--- src/rtl/serial_add_pkg.sv ---
// Shared types and constants for the bit-serial adder controller.
package serial_add_pkg;

  typedef enum logic [1:0] {
    IDLE = 2'd0,
    RUN  = 2'd1,
    DONE = 2'd2
  } state_t;

  localparam int unsigned WIDTH_MIN = 2;
  localparam int unsigned WIDTH_MAX = 32;

  function automatic int unsigned cnt_width(input int unsigned w);
    return (w < 2) ? 1 : $clog2(w);
  endfunction

endpackage

--- src/rtl/serial_add_bit.sv ---
// Combinational full-adder bit cell assembled from two half-add stages.
module serial_add_bit (
  input  logic a,
  input  logic b,
  input  logic cin,
  output logic s,
  output logic cout
);

  logic p, g1, g2;

  assign p    = a ^ b;
  assign g1   = a & b;
  assign s    = p ^ cin;
  assign g2   = p & cin;
  assign cout = g1 | g2;

endmodule

--- src/rtl/serial_add_ctrl.sv ---
// Bit-serial adder controller: one bit cell time-shared over WIDTH bits, LSB first.
// Define SERIAL_ADD_SUB_EN to add the Sub port and two's-complement subtraction.
module serial_add_ctrl
  import serial_add_pkg::*;
#(
  parameter int unsigned WIDTH = 8
) (
  input  logic             Clk,
  input  logic             Rst,
  input  logic             Start,
  input  logic [WIDTH-1:0] A,
  input  logic [WIDTH-1:0] B,
`ifdef SERIAL_ADD_SUB_EN
  input  logic             Sub,
`endif
  output logic             Busy,
  output logic             Done,
  output logic [WIDTH-1:0] Sum,
  output logic             Cout
);

  localparam int unsigned CW = cnt_width(WIDTH);

  if (WIDTH < WIDTH_MIN || WIDTH > WIDTH_MAX) begin : g_bad_width
    $error("serial_add_ctrl: WIDTH out of range");
  end

  state_t           state;
  logic [WIDTH-1:0] a_q;
  logic [WIDTH-1:0] b_q;
  logic [CW-1:0]    cnt;
  logic             carry;
  logic             b_bit;
  logic             s_bit;
  logic             c_bit;

`ifdef SERIAL_ADD_SUB_EN
  logic sub_q;
  assign b_bit = b_q[0] ^ sub_q;
`else
  assign b_bit = b_q[0];
`endif

  serial_add_bit u_bit (
    .a    (a_q[0]),
    .b    (b_bit),
    .cin  (carry),
    .s    (s_bit),
    .cout (c_bit)
  );

  always_ff @(posedge Clk or posedge Rst) begin
    if (Rst) begin
      state <= IDLE;
      a_q   <= '0;
      b_q   <= '0;
      cnt   <= '0;
      carry <= 1'b0;
      Busy  <= 1'b0;
      Done  <= 1'b0;
      Sum   <= '0;
      Cout  <= 1'b0;
`ifdef SERIAL_ADD_SUB_EN
      sub_q <= 1'b0;
`endif
    end else begin
      case (state)
        IDLE: begin
          Done <= 1'b0;
          if (Start) begin
            a_q   <= A;
            b_q   <= B;
            cnt   <= '0;
`ifdef SERIAL_ADD_SUB_EN
            sub_q <= Sub;
            carry <= Sub;
`else
            carry <= 1'b0;
`endif
            Busy  <= 1'b1;
            state <= RUN;
          end
        end
        RUN: begin
          // Result enters from the MSB so that after WIDTH shifts bit 0 lands at Sum[0].
          Sum   <= {s_bit, Sum[WIDTH-1:1]};
          a_q   <= a_q >> 1;
          b_q   <= b_q >> 1;
          carry <= c_bit;
          cnt   <= cnt + CW'(1);
          if (cnt == CW'(WIDTH - 1)) begin
            Cout  <= c_bit;
            Busy  <= 1'b0;
            Done  <= 1'b1;
            state <= DONE;
          end
        end
        DONE: begin
          Done  <= 1'b0;
          state <= IDLE;
        end
        default: begin
          Busy  <= 1'b0;
          Done  <= 1'b0;
          state <= IDLE;
        end
      endcase
    end
  end

endmodule

--- config.mk ---
export PLATFORM = sky130hd
export DESIGN_NAME = serial_add_ctrl
export DESIGN_NICKNAME = d
export VERILOG_FILES = /design/src/rtl/serial_add_pkg.sv /design/src/rtl/serial_add_bit.sv /design/src/rtl/serial_add_ctrl.sv
export SDC_FILE = /design/constraint.sdc
export NUM_CORES = 1
export LEC_CHECK = 0
export ABC_AREA = 1
export BUFFER_PORTS_ARGS = -buffer_cell sky130_fd_sc_hd__clkbuf_2
export CORE_ASPECT_RATIO = 1.2
export CORE_MARGIN = 1
export CORE_UTILIZATION = 46
export CTS_CLUSTER_DIAMETER = 150
export DETAILED_ROUTE_END_ITERATION = 12
export PLACE_DENSITY = 0.78
export SYNTH_ARGS = -nofsm -noshare
export SYNTH_HDL_FRONTEND = slang
export SYNTH_SLANG_ARGS = --single-unit
--- constraint.sdc ---
create_clock -name Clk -period 1.6 [get_ports Clk]
set_clock_uncertainty 0.1 [all_clocks]
set_input_delay 0.32 -clock Clk [delete_from_list [all_inputs] [get_ports Clk]]
set_output_delay 0.32 -clock Clk [all_outputs]
set_load 0.1 [all_outputs]
### Word level (Yosys, flattened, before mapping)

Cells that the tools add are included.

| word-level totals | value |
|---|---|
| register bits after elaboration | 33 |
| input port bits | 19 |
| output and inout bits | 11 |
| word-level logic and storage cells | 43 |

| operators by class | value |
|---|---|
| add/sub/neg operators | 1 |
| equality and inequality tests | 5 |
| muxes and demuxes | 16 |
| bitwise operators | 6 |
| reductions and logical operators | 6 |

Operators with widths:

| operator | count |
|---|---|
| $pmux W8 S2 | 2 |
| $mux W8 | 2 |
| $pmux W3 S2 | 1 |
| $reduce_and A2 Y1 | 3 |
| $mux W1 | 5 |
| $mux W2 | 2 |
| $ne A2 B2 Y1 const B | 2 |
| $pmux W2 S2 | 1 |
| $add A3 B1 Y3 const B | 1 |
| $eq A3 B3 Y1 const B | 1 |
| $mux W3 | 1 |
| $pmux W1 S3 | 1 |
| $reduce_and A3 Y1 | 1 |
| $and A1 B1 Y1 | 2 |
| $eq A2 B1 Y1 const B | 1 |
| $eq A2 B2 Y1 const B | 1 |
| $logic_not A2 Y1 | 1 |
| $pmux W1 S2 | 1 |
| $reduce_bool A2 Y1 | 1 |
| $xor A1 B1 Y1 | 2 |
| $not A1 Y1 | 1 |
| $or A1 B1 Y1 | 1 |

### Logic depth before layout (Yosys ltp)

Gate-level depths: netlist of run 1.

| depth | value |
|---|---|
| depth in word-level cells | 4 |
| gate-level depth with buffers | 6 |
| mapped depth without buffers | 6 |

### Cells and area by module

Synthesis of run 1 repeated with hierarchy kept, for this count alone.

| second synthesis, totals | value |
|---|---|
| cells, all modules | 202 |
| area total of the unflattened synthesis | 1,644.1 um^2 |

By module, submodules not included:

| module | instances | cells an instance | area an instance (um^2) | seq. area each (um^2) |
|---|---|---|---|---|
| serial_add_ctrl | 1 | 201 | 1,624.1 | 825.8 |
| serial_add_bit | 1 | 1 | 20.0 | 0.0 |

### Worst setup path after synthesis of run 1

Ideal clock, no wire load.

| path | value |
|---|---|
| path type | reg-to-reg |
| start point | register Sum[5] |
| end point | register Sum[4] |
| library setup time | 0.083 ns |
| arrival time | 1.169 ns |
| required time | 1.417 ns |
| slack | 0.248 ns |
| stages on the path, launching flop included | 3 |
| path buffers | 0 |
| clock period less this slack | 1.352 ns |
| path through | dfrtp_1 inv_1 o21ai_0 |

RTL lines:

| item | RTL line | source |
|---|---|---|
| from (decl) | serial_add_ctrl.sv:18 | `output logic [WIDTH-1:0] Sum,` |
| from (signal assigned) | serial_add_ctrl.sv:86 | `Sum <= {s_bit, Sum[WIDTH-1:1]};` |

No word-level cell between the ends.

### Worst setup path in the final report of run 1

| path | value |
|---|---|
| start point | register Sum[7] |
| end point | output port Sum[7] |

No word-level cell between the ends.

==> impl_metrics.ini, run 1 <==
[outcome]
status = finished clean

[synth]
synth-seq-cells = 33
yosysWarnings = 0
syn_nets = 224
synthDistinctLibCells = 17
syn_area_um2 = 1644
ys_seq_area_frac = 0.5023
synth-simple-area-share = 0.3113
avgSynthCellArea_um2 = 8.139
synth.area.mux_share = 0
synth_xor_area_frac = 0
synth_top_family_by_area = simple AND/OR/NAND/NOR gates
synth_compound_area_frac = 0.02892
synthCells = 202
synth-adder-area-share = 0.02740

[global_routing]
grt_pass1_wl_um = 5595
grt.overflow.total = 0
grt_use_total = 0.1959
antenna_found_initial = 0
grt_pass1_vias = 1247
grt_start_max_net_pins = 34

[cts]
clk_path_buf_depth = 2
cts_setup_buffers = 0
clk_pin_slew_ns = 0.07
cts_max_level = 2
insertion_delay_ns = 0.29
cts_buffers = 5
cts_root_buf = clkbuf_8
cts.sinks = 33
cts_tree = done

[timing]
hold_viol_final = 0
max_freq_mhz = 711.4
relSlewSlack = 0.7080
rsz0062_at_grt = false
min_period_ns = 1.406
holdWs_ns = 0.1427
fin_crit_sh = 0.8786
slew_violations = 0
finalSetupViolCount = 0
fin_setup_tns_ns = 0
tightest_slew_ns = 0.4375

[cells_and_area]
finalNonFillerCells = 272
drive_gt1_frac = 0.2128
final_cell_mix = 58 x nand2_1, 45 x nand3_1, 33 x dfrtp_1
syn_to_final_growth_pct = 18.65
final_common_cell = nand2_1
antenna_cells = 0
fin_nets = 256

[critical_path]
endpoint_kind = output port
path_buf_inv = 1
path_class = reg -> out
cp_top_family = flip-flops
worst_ep_required_time_ns = 1.18
path_cells = buf_4
critPathSlowestCell = dfrtp_1
crit_path_max_fanout = 3
worstPathArrival_ns = 0.99
cpPeakStageDelay_ns = 0.39
start_kind = flip-flop

[die]
fp.dieH_um = 67.49
io_pins = 30
dieArea_um2 = 3818
initial_utilization = 0.4883
core_area_um2 = 3367
die_x_um = 56.58
rows = 23

[route]
first_pass_iters = 4
detail-route-antenna-nets = 0
via_count = 1329
drt-wirelength-per-cell_um = 11.74
wl_um = 3192
detail_route.iter0.violations = 33
drc = 0
viasPerCell = 4.886

[placed_design]
placedCellCount = 263
dp_hpwl_um = 2134
portBuffers = 29
gp_congestion = 0.7943

[run]
maxCapViolCount = 0

[worst_hold_path]
hold_path.class = in -> reg
==> registers in the layout (all words and copies together), names as in the netlist <==
signal  cells
Cout        1
Busy        1
b_q         8
Sum         8
cnt         3
a_q         8
state       2
Done        1
carry       1
==> logic make-up after synthesis <==
logic type	Yosys count
AO/OA/AOI/OAI	8
adder cells (fa/ha/maj)	3
buffers and inverters	44
flip-flops	33
AND/OR/NAND/NOR	114
==> metal layers <==
layer / wire (um) / GRT usage
met1: 1475 / 0.2423
met2: 1535 / 0.3279
met3: 140 / 0.05556
met4: 41 / 0.07317
met5: 0 / 0
==> timing repair <==
action                                 CTS  global route
resized for setup                        0             0
hold buffers                             1             0
endpoints found under the hold margin   11             0
==> Yosys cell counts <==
cell type,number,area [um2]
a21oi_1,2,10.01
inv_4,1,6.260
nor2_1,6,22.52
nand2_1,58,217.7
buf_6,2,22.52
o21ai_0,5,25.02
dfrtp_1,33,825.8
buf_2,4,20.02
o22ai_2,1,12.51
inv_1,32,120.1
buf_4,4,30.03
ha_1,2,25.02
fa_1,1,20.02
nand3_1,45,225.2
buf_8,1,15.01
nor2_2,2,12.51
nand2_4,3,33.78
==> final timing paths <==
check / startpoint / endpoint / slack [ns] / cells after the start
hold / removal: B[7] / b_q[7]$_DFFE_PP0P_ / 0.14 / 3
setup reg to reg: state[1]$_DFFE_PP0P_ / a_q[6]$_DFFE_PP0P_ / 0.27 / 5
max in group asynchronous: Rst / b_q[2]$_DFFE_PP0P_ / 0.55 / 4
setup / recovery: Sum[7]$_DFFE_PP0P_ / Sum[7] / 0.19 / 1
min in group asynchronous: Rst / b_q[7]$_DFFE_PP0P_ / 0.54 / 4
hold reg to reg: cnt[0]$_DFFE_PP0P_ / cnt[0]$_DFFE_PP0P_ / 0.38 / 1
==> metrics by stage <==
stage / instance area [um2] / utilization / setup slack [ns]
3_3_place_gp: 1821 / 0.5407 / 0.3015
2_1_floorplan: 1644 / - / 0.2483
4_1_cts: 1951 / 0.5793 / 0.1848
5_1_grt: 1951 / 0.5793 / 0.1403
3_5_place_dp: 1821 / 0.5407 / 0.2939
6_report: 1951 / 0.5793 / 0.1942
==> final cells by class <==
cell class | count | area [um2]
Fill cell | 312 | 1416
Clock inverter | 2 | 37.54
Inverter | 33 | 126.4
Sequential cell | 33 | 825.8
Multi-Input combinational cell | 125 | 604.3
Clock buffer | 6 | 82.58
Timing Repair Buffer | 36 | 227.7
Tap cell | 37 | 46.29
Power of run 1 is left out: the tool's default activity adds up to more than one toggle a clock period on the data nets, which glitch-free logic cannot reach.
==> run 2, diff against run 1 <==
--- a/config.mk
+++ b/config.mk
@@ -12,7 +12,8 @@
 export CORE_UTILIZATION = 46
 export CTS_CLUSTER_DIAMETER = 150
 export DETAILED_ROUTE_END_ITERATION = 12
-export PLACE_DENSITY = 0.78
+export PLACE_DENSITY_LB_ADDON = 0.25
+export RECOVER_POWER = 25
 export SYNTH_ARGS = -nofsm -noshare
 export SYNTH_HDL_FRONTEND = slang
 export SYNTH_SLANG_ARGS = --single-unit
==> run 2 against run 1 <==
  * Utilization is 0.074 points lower
  * Non-clock buffer count unchanged
  * Fmax is 0.85% higher
  * Sequential share of layout area grew 0.054 points
  * Critical path type unchanged
  * Global-route usage decreased by 0.94 points
  * First-iteration DRC count increased by 3.0%
  * Critical path depth unchanged
  * Critical endpoint is now Sum[3]
  * Die area unchanged
  * Worst setup slack better by 0.012 ns
  * Flip-flop and latch count stayed put
==> impl_metrics.ini, run 2 (synthesis results as in run 1) <==
[critical_path]
worstPathArrival_ns = 0.97
path_cells = buf_4
r2r_setup_slack_ns = 0.23
critPathSlowestCell = dfrtp_1
path_buf_inv = 1
start_kind = flip-flop
crit_path_max_fanout = 3
rr_startpoint = state[1]$_DFFE_PP0P_
ff2ff_path_depth = 6
cp_top_family = flip-flops
startpoint = Sum[3]$_DFFE_PP0P_
endpoint_kind = output port
cpPeakStageDelay_ns = 0.38
r2r-end = b_q[4]$_DFFE_PP0P_
worst_ep_required_time_ns = 1.18
path_class = reg -> out

[worst_hold_path]
whs_endpoint = a_q[7]$_DFFE_PP0P_
hold_path.class = in -> reg
worstHoldStart = A[7]
hold_depth = 3

[die]
fp.dieH_um = 67.49
dieArea_um2 = 3818
die_x_um = 56.58
initial_utilization = 0.4883
rows = 23
io_pins = 30
core_area_um2 = 3367

[timing]
hold_viol_final = 0
relSlewSlack = 0.5173
fin_setup_tns_ns = 0
fin_crit_sh = 0.8712
min_period_ns = 1.394
finalSetupViolCount = 0
rsz0062_at_grt = false
tightest_slew_ns = 0.7241
slew_violations = 0
max_freq_mhz = 717.4

[route]
drc = 0
detail-route-antenna-nets = 0
via_count = 1345
detail_route.iter0.violations = 34
wl_um = 3085
viasPerCell = 4.945
first_pass_iters = 4
drt-wirelength-per-cell_um = 11.34

[cells_and_area]
syn_to_final_growth_pct = 18.49
antenna_cells = 0
final_common_cell = nand2_1
nFillCells = 336
seqCellArea_um2 = 825.8
fin_area_um2 = 1948
drive_gt1_frac = 0.2128
reg_top3 = Sum (8), a_q (8), b_q (8)
final_cell_mix = 58 x nand2_1, 45 x nand3_1, 33 x dfrtp_1
fin_nets = 256
fin_util = 0.5786
multi_input_area_um2 = 604.3

[placed_design]
portBuffers = 29
gp_congestion = 0.7422
dp_hpwl_um = 2076
place_area_um2 = 1821

[cts]
cts_max_level = 2
cts_tree = done
clk_path_buf_depth = 2
insertion_delay_ns = 0.29
post_cts_resized = 0
cts_root_buf = clkbuf_8
cts.sinks = 33
cts_buffers = 5
clk_pin_slew_ns = 0.07

[global_routing]
grt_pass1_wl_um = 5368
antenna_found_initial = 0
grt.overflow.total = 0
grt_pass1_vias = 1293
grt_use_total = 0.1866
grt_start_max_net_pins = 34

[outcome]
status = finished clean

[run]
maxCapViolCount = 0
## run 2: cell types whose count changed in the layout (fill, tap and decap cells not counted)
cell and delta:
buf_4 -1, buf_2 +1
## run 2: how the worst max path moves through the flow
stage	cells after the start	slack [ns]	end
floorplan	2	0.25	Sum[4]$_DFFE_PP0P_
global placement	6	0.27	a_q[3]$_DFFE_PP0P_
detailed placement	5	0.24	Sum[4]$_DFFE_PP0P_
CTS	1	0.19	Sum[7]
global route	4	0.1	b_q[5]$_DFFE_PP0P_
finish	1	0.21	Sum[3]
## run 2: final cells by class
class | instances | area share
timing repair buffer | 36 | 0.1156
tap | 37 | 0.02376
multi-input combinational | 125 | 0.3102
sequential | 33 | 0.4239
clock inverter | 2 | 0.01927
inverter | 33 | 0.06487
clock buffer | 6 | 0.04239
## run 2: worst min-delay path, stage by stage
cell and delay (ns):
clkbuf_2 0.07, nand2_1 0.04, o21ai_0 0.06
## run 2: repair_timing
action                    in CTS  in global routing
hold endpoints to repair       7                  0
setup buffers                  0                  0
hold buffers                   1                  0
## run 2: metal layers
layer	GRT usage	up-vias	wire, um
met2	0.3162	25	1413
li1	-	689	-
met1	0.2229	624	1492
met5	0	-	0
met4	0.08232	0	56
met3	0.05172	7	122
## run 2: stage by stage
step	instances	worst slack (ns)	hold slack, ns
floorplan	202	0.2483	0.3410
global placement	263	0.2650	0.3134
detailed placement	263	0.2407	0.3109
CTS	272	0.1921	0.1407
global route	272	0.09841	0.1460
finish	272	0.2061	0.1532
Power of run 2 is left out for the same reason.
==> run 3, diff against run 2 <==
--- a/config.mk
+++ b/config.mk
@@ -10,10 +10,12 @@
 export CORE_ASPECT_RATIO = 1.2
 export CORE_MARGIN = 1
 export CORE_UTILIZATION = 46
+export CTS_BUF_LIST = sky130_fd_sc_hd__clkbuf_2
 export CTS_CLUSTER_DIAMETER = 150
 export DETAILED_ROUTE_END_ITERATION = 12
 export PLACE_DENSITY_LB_ADDON = 0.25
 export RECOVER_POWER = 25
 export SYNTH_ARGS = -nofsm -noshare
 export SYNTH_HDL_FRONTEND = slang
+export SYNTH_HIERARCHICAL = 1
 export SYNTH_SLANG_ARGS = --single-unit
==> run 3 against run 2 <==
  * Non-clock buffer count rose by 1
  * Synthesized area unchanged
  * Wire length rose by 1.8%
  * Die area unchanged
  * Sequential share of layout area grew 1.6 points
  * Cell area decreased by 3.7%
  * Count of clock-buffer cells in the layout did not move
  * Utilization is 2.2 points lower
  * Synthesized cell count unchanged
==> impl_metrics.ini, run 3 <==
[critical_path]
worstPathArrival_ns = 1.09
ff2ff_path_depth = 6
r2r-end = a_q[0]$_DFFE_PP0P_
path_class = reg -> out
cp_top_family = flip-flops
cpPeakStageDelay_ns = 0.41
critPathSlowestCell = dfrtp_1
rr_startpoint = state[1]$_DFFE_PP0P_
path_buf_inv = 1
endpoint_kind = output port
worst_ep_required_time_ns = 1.18
r2r_setup_slack_ns = 0.20
path_cells = buf_4
start_kind = flip-flop
crit_path_max_fanout = 3

[synth]
synth-edff-count = 0
ys_top_cells_by_count = 58 x nand2_1, 45 x nand3_1, 33 x dfrtp_1, 32 x inv_1, 6 x nor2_1
avgSynthCellArea_um2 = 8.139
synth_area_leaders = dfrtp_1 50%, nand3_1 14%, nand2_1 13%, inv_1 7.3%, nand2_4 2.1%
syn_nets = 224
yosysMostFrequentCell = nand2_1
synth_flop_cell = dfrtp_1
synthDistinctLibCells = 17
netlist.top_cell.by_area = dfrtp_1
yosys.area.top_type_share = 0.5023
synth-seq-cells = 33
async_flop_share = 1.000
syn_area_um2 = 1644
ys_seq_area_frac = 0.5023
synthCells = 202
yosysWarnings = 6

[placed_design]
gp_congestion = 0.7581
dp_hpwl_um = 2189
portBuffers = 29
placedCellCount = 264
place_ws_ns = 0.1986

[die]
fp.dieH_um = 67.49
core_area_um2 = 3367
dieArea_um2 = 3818
die_x_um = 56.58
initial_utilization = 0.4883
rows = 23
io_pins = 30

[cells_and_area]
seqCellArea_um2 = 825.8
finalNonFillerCells = 273
reg_top3 = Sum (8), a_q (8), b_q (8)
multi_input_area_um2 = 604.3
final_cell_mix = 58 x nand2_1, 45 x nand3_1, 33 x dfrtp_1
final_common_cell = nand2_1
syn_to_final_growth_pct = 14.08
drive_gt1_frac = 0.2161
nFillCells = 327
antenna_cells = 0
fin_nets = 257

[worst_hold_path]
worstHoldStart = A[7]
whs_endpoint = a_q[7]$_DFFE_PP0P_
hold_depth = 3
hold_path.class = in -> reg

[power]
max-vdd-ir-drop_v = 0.001665
p_sw_frac = 0.5317
clockPowerShare = 0.090
comb_power_share = 0.572
leakage_nw = 1.096
p_per_area_nw_per_um2 = 2337
p_seq_frac = 0.338
power.switching_w = 0.002331
p_int_w = 0.002053

[timing]
layout_setup_ws_ns = 0.08794
slew_violations = 0
fin_setup_tns_ns = 0
relSlewSlack = 0.4566
fin_crit_sh = 0.9450
max_freq_mhz = 661.3
finalSetupViolCount = 0
min_period_ns = 1.512
tightest_slew_ns = 0.8152
hold_viol_final = 0
rsz0062_at_grt = false

[route]
drt-wirelength-per-cell_um = 11.51
wl_um = 3142
first_pass_iters = 4
detail-route-antenna-nets = 0
detail_route.iter0.violations = 52
via_count = 1317
viasPerCell = 4.824
drc = 0

[cts]
postCtsHoldBufs = 1
cts_setup_buffers = 0
clk_path_buf_depth = 2
cts_tree = done
cts_root_buf = clkbuf_2
cts_buffers = 5
insertion_delay_ns = 0.38
clk_pin_slew_ns = 0.17
post_cts_resized = 0
cts.sinks = 33
cts_max_level = 2

[global_routing]
grt_use_met1 = 0.2241
busiest_layer = met2
grt_pass1_vias = 1307
grt_start_max_net_pins = 34
grt_use_met2 = 0.3603
antenna_found_initial = 0
grt_use_total = 0.2002
grt.overflow.total = 0
met3_usage = 0.06130
grt_pass1_wl_um = 5644

[outcome]
status = finished clean

[run]
maxCapViolCount = 0
[run 3: cell counts after synthesis]
No cell type changed its count.
[run 3: cell families (layout without fill, tap and decap cells)]
logic type | count (synthesis) | in the layout | share of synthesized area
AO/OA/AOI/OAI | 8 | 8 | 0.02892
adder cells (fa/ha/maj) | 3 | 3 | 0.02740
buffers and inverters | 44 | 78 | 0.1301
flip-flops | 33 | 33 | 0.5023
AND/OR/NAND/NOR | 114 | 114 | 0.3113
[run 3: area by class of cell]
class | instances | area share
sequential | 33 | 0.4403
multi-input combinational | 125 | 0.3222
timing repair buffer | 37 | 0.1241
inverter | 33 | 0.06738
tap | 37 | 0.02468
clock buffer | 6 | 0.01601
clock inverter | 2 | 0.005337
[run 3: power by group through the flow]
stage	Sequential (W)	Combinational (W)	Clock (W)
2_1_floorplan	0.00231	0.00122	0
3_3_place_gp	0.00150	0.00250	0
3_5_place_dp	0.00150	0.00255	0
4_1_cts	0.00149	0.00255	0.000408
5_1_grt	0.00154	0.00279	0.000439
6_report	0.00148	0.00251	0.000393
[run 3: metrics by stage]
step | utilization | area [um2] | hold slack [ns] | total power (W)
5_1_grt | 0.5570 | 1876 | 0.04434 | 0.004771
3_5_place_dp | 0.5429 | 1828 | 0.3172 | 0.004044
3_3_place_gp | 0.5429 | 1828 | 0.3139 | 0.004001
6_report | 0.5570 | 1876 | 0.04891 | 0.004384
2_1_floorplan | - | 1644 | 0.3410 | 0.003533
4_1_cts | 0.5578 | 1878 | 0.02883 | 0.004446
[run 3: worst max-delay path by stage]
stage / start / to / cells after the start
final: Sum[1]$_DFFE_PP0P_ / Sum[1] / 1
after global routing: Sum[2]$_DFFE_PP0P_ / Sum[2] / 1
after CTS: Sum[1]$_DFFE_PP0P_ / Sum[1] / 1
after detailed placement: state[1]$_DFFE_PP0P_ / a_q[0]$_DFFE_PP0P_ / 6
after global placement: state[1]$_DFFE_PP0P_ / b_q[0]$_DFFE_PP0P_ / 5
after floorplan: Sum[5]$_DFFE_PP0P_ / Sum[4]$_DFFE_PP0P_ / 2
[run 3: per-layer routing]
layer	part of all wire	up-vias
met5	0	-
met3	0.049	6
met2	0.46	25
li1	-	688
met4	0.016	0
met1	0.47	598
(Power assumes the default switching activity.)
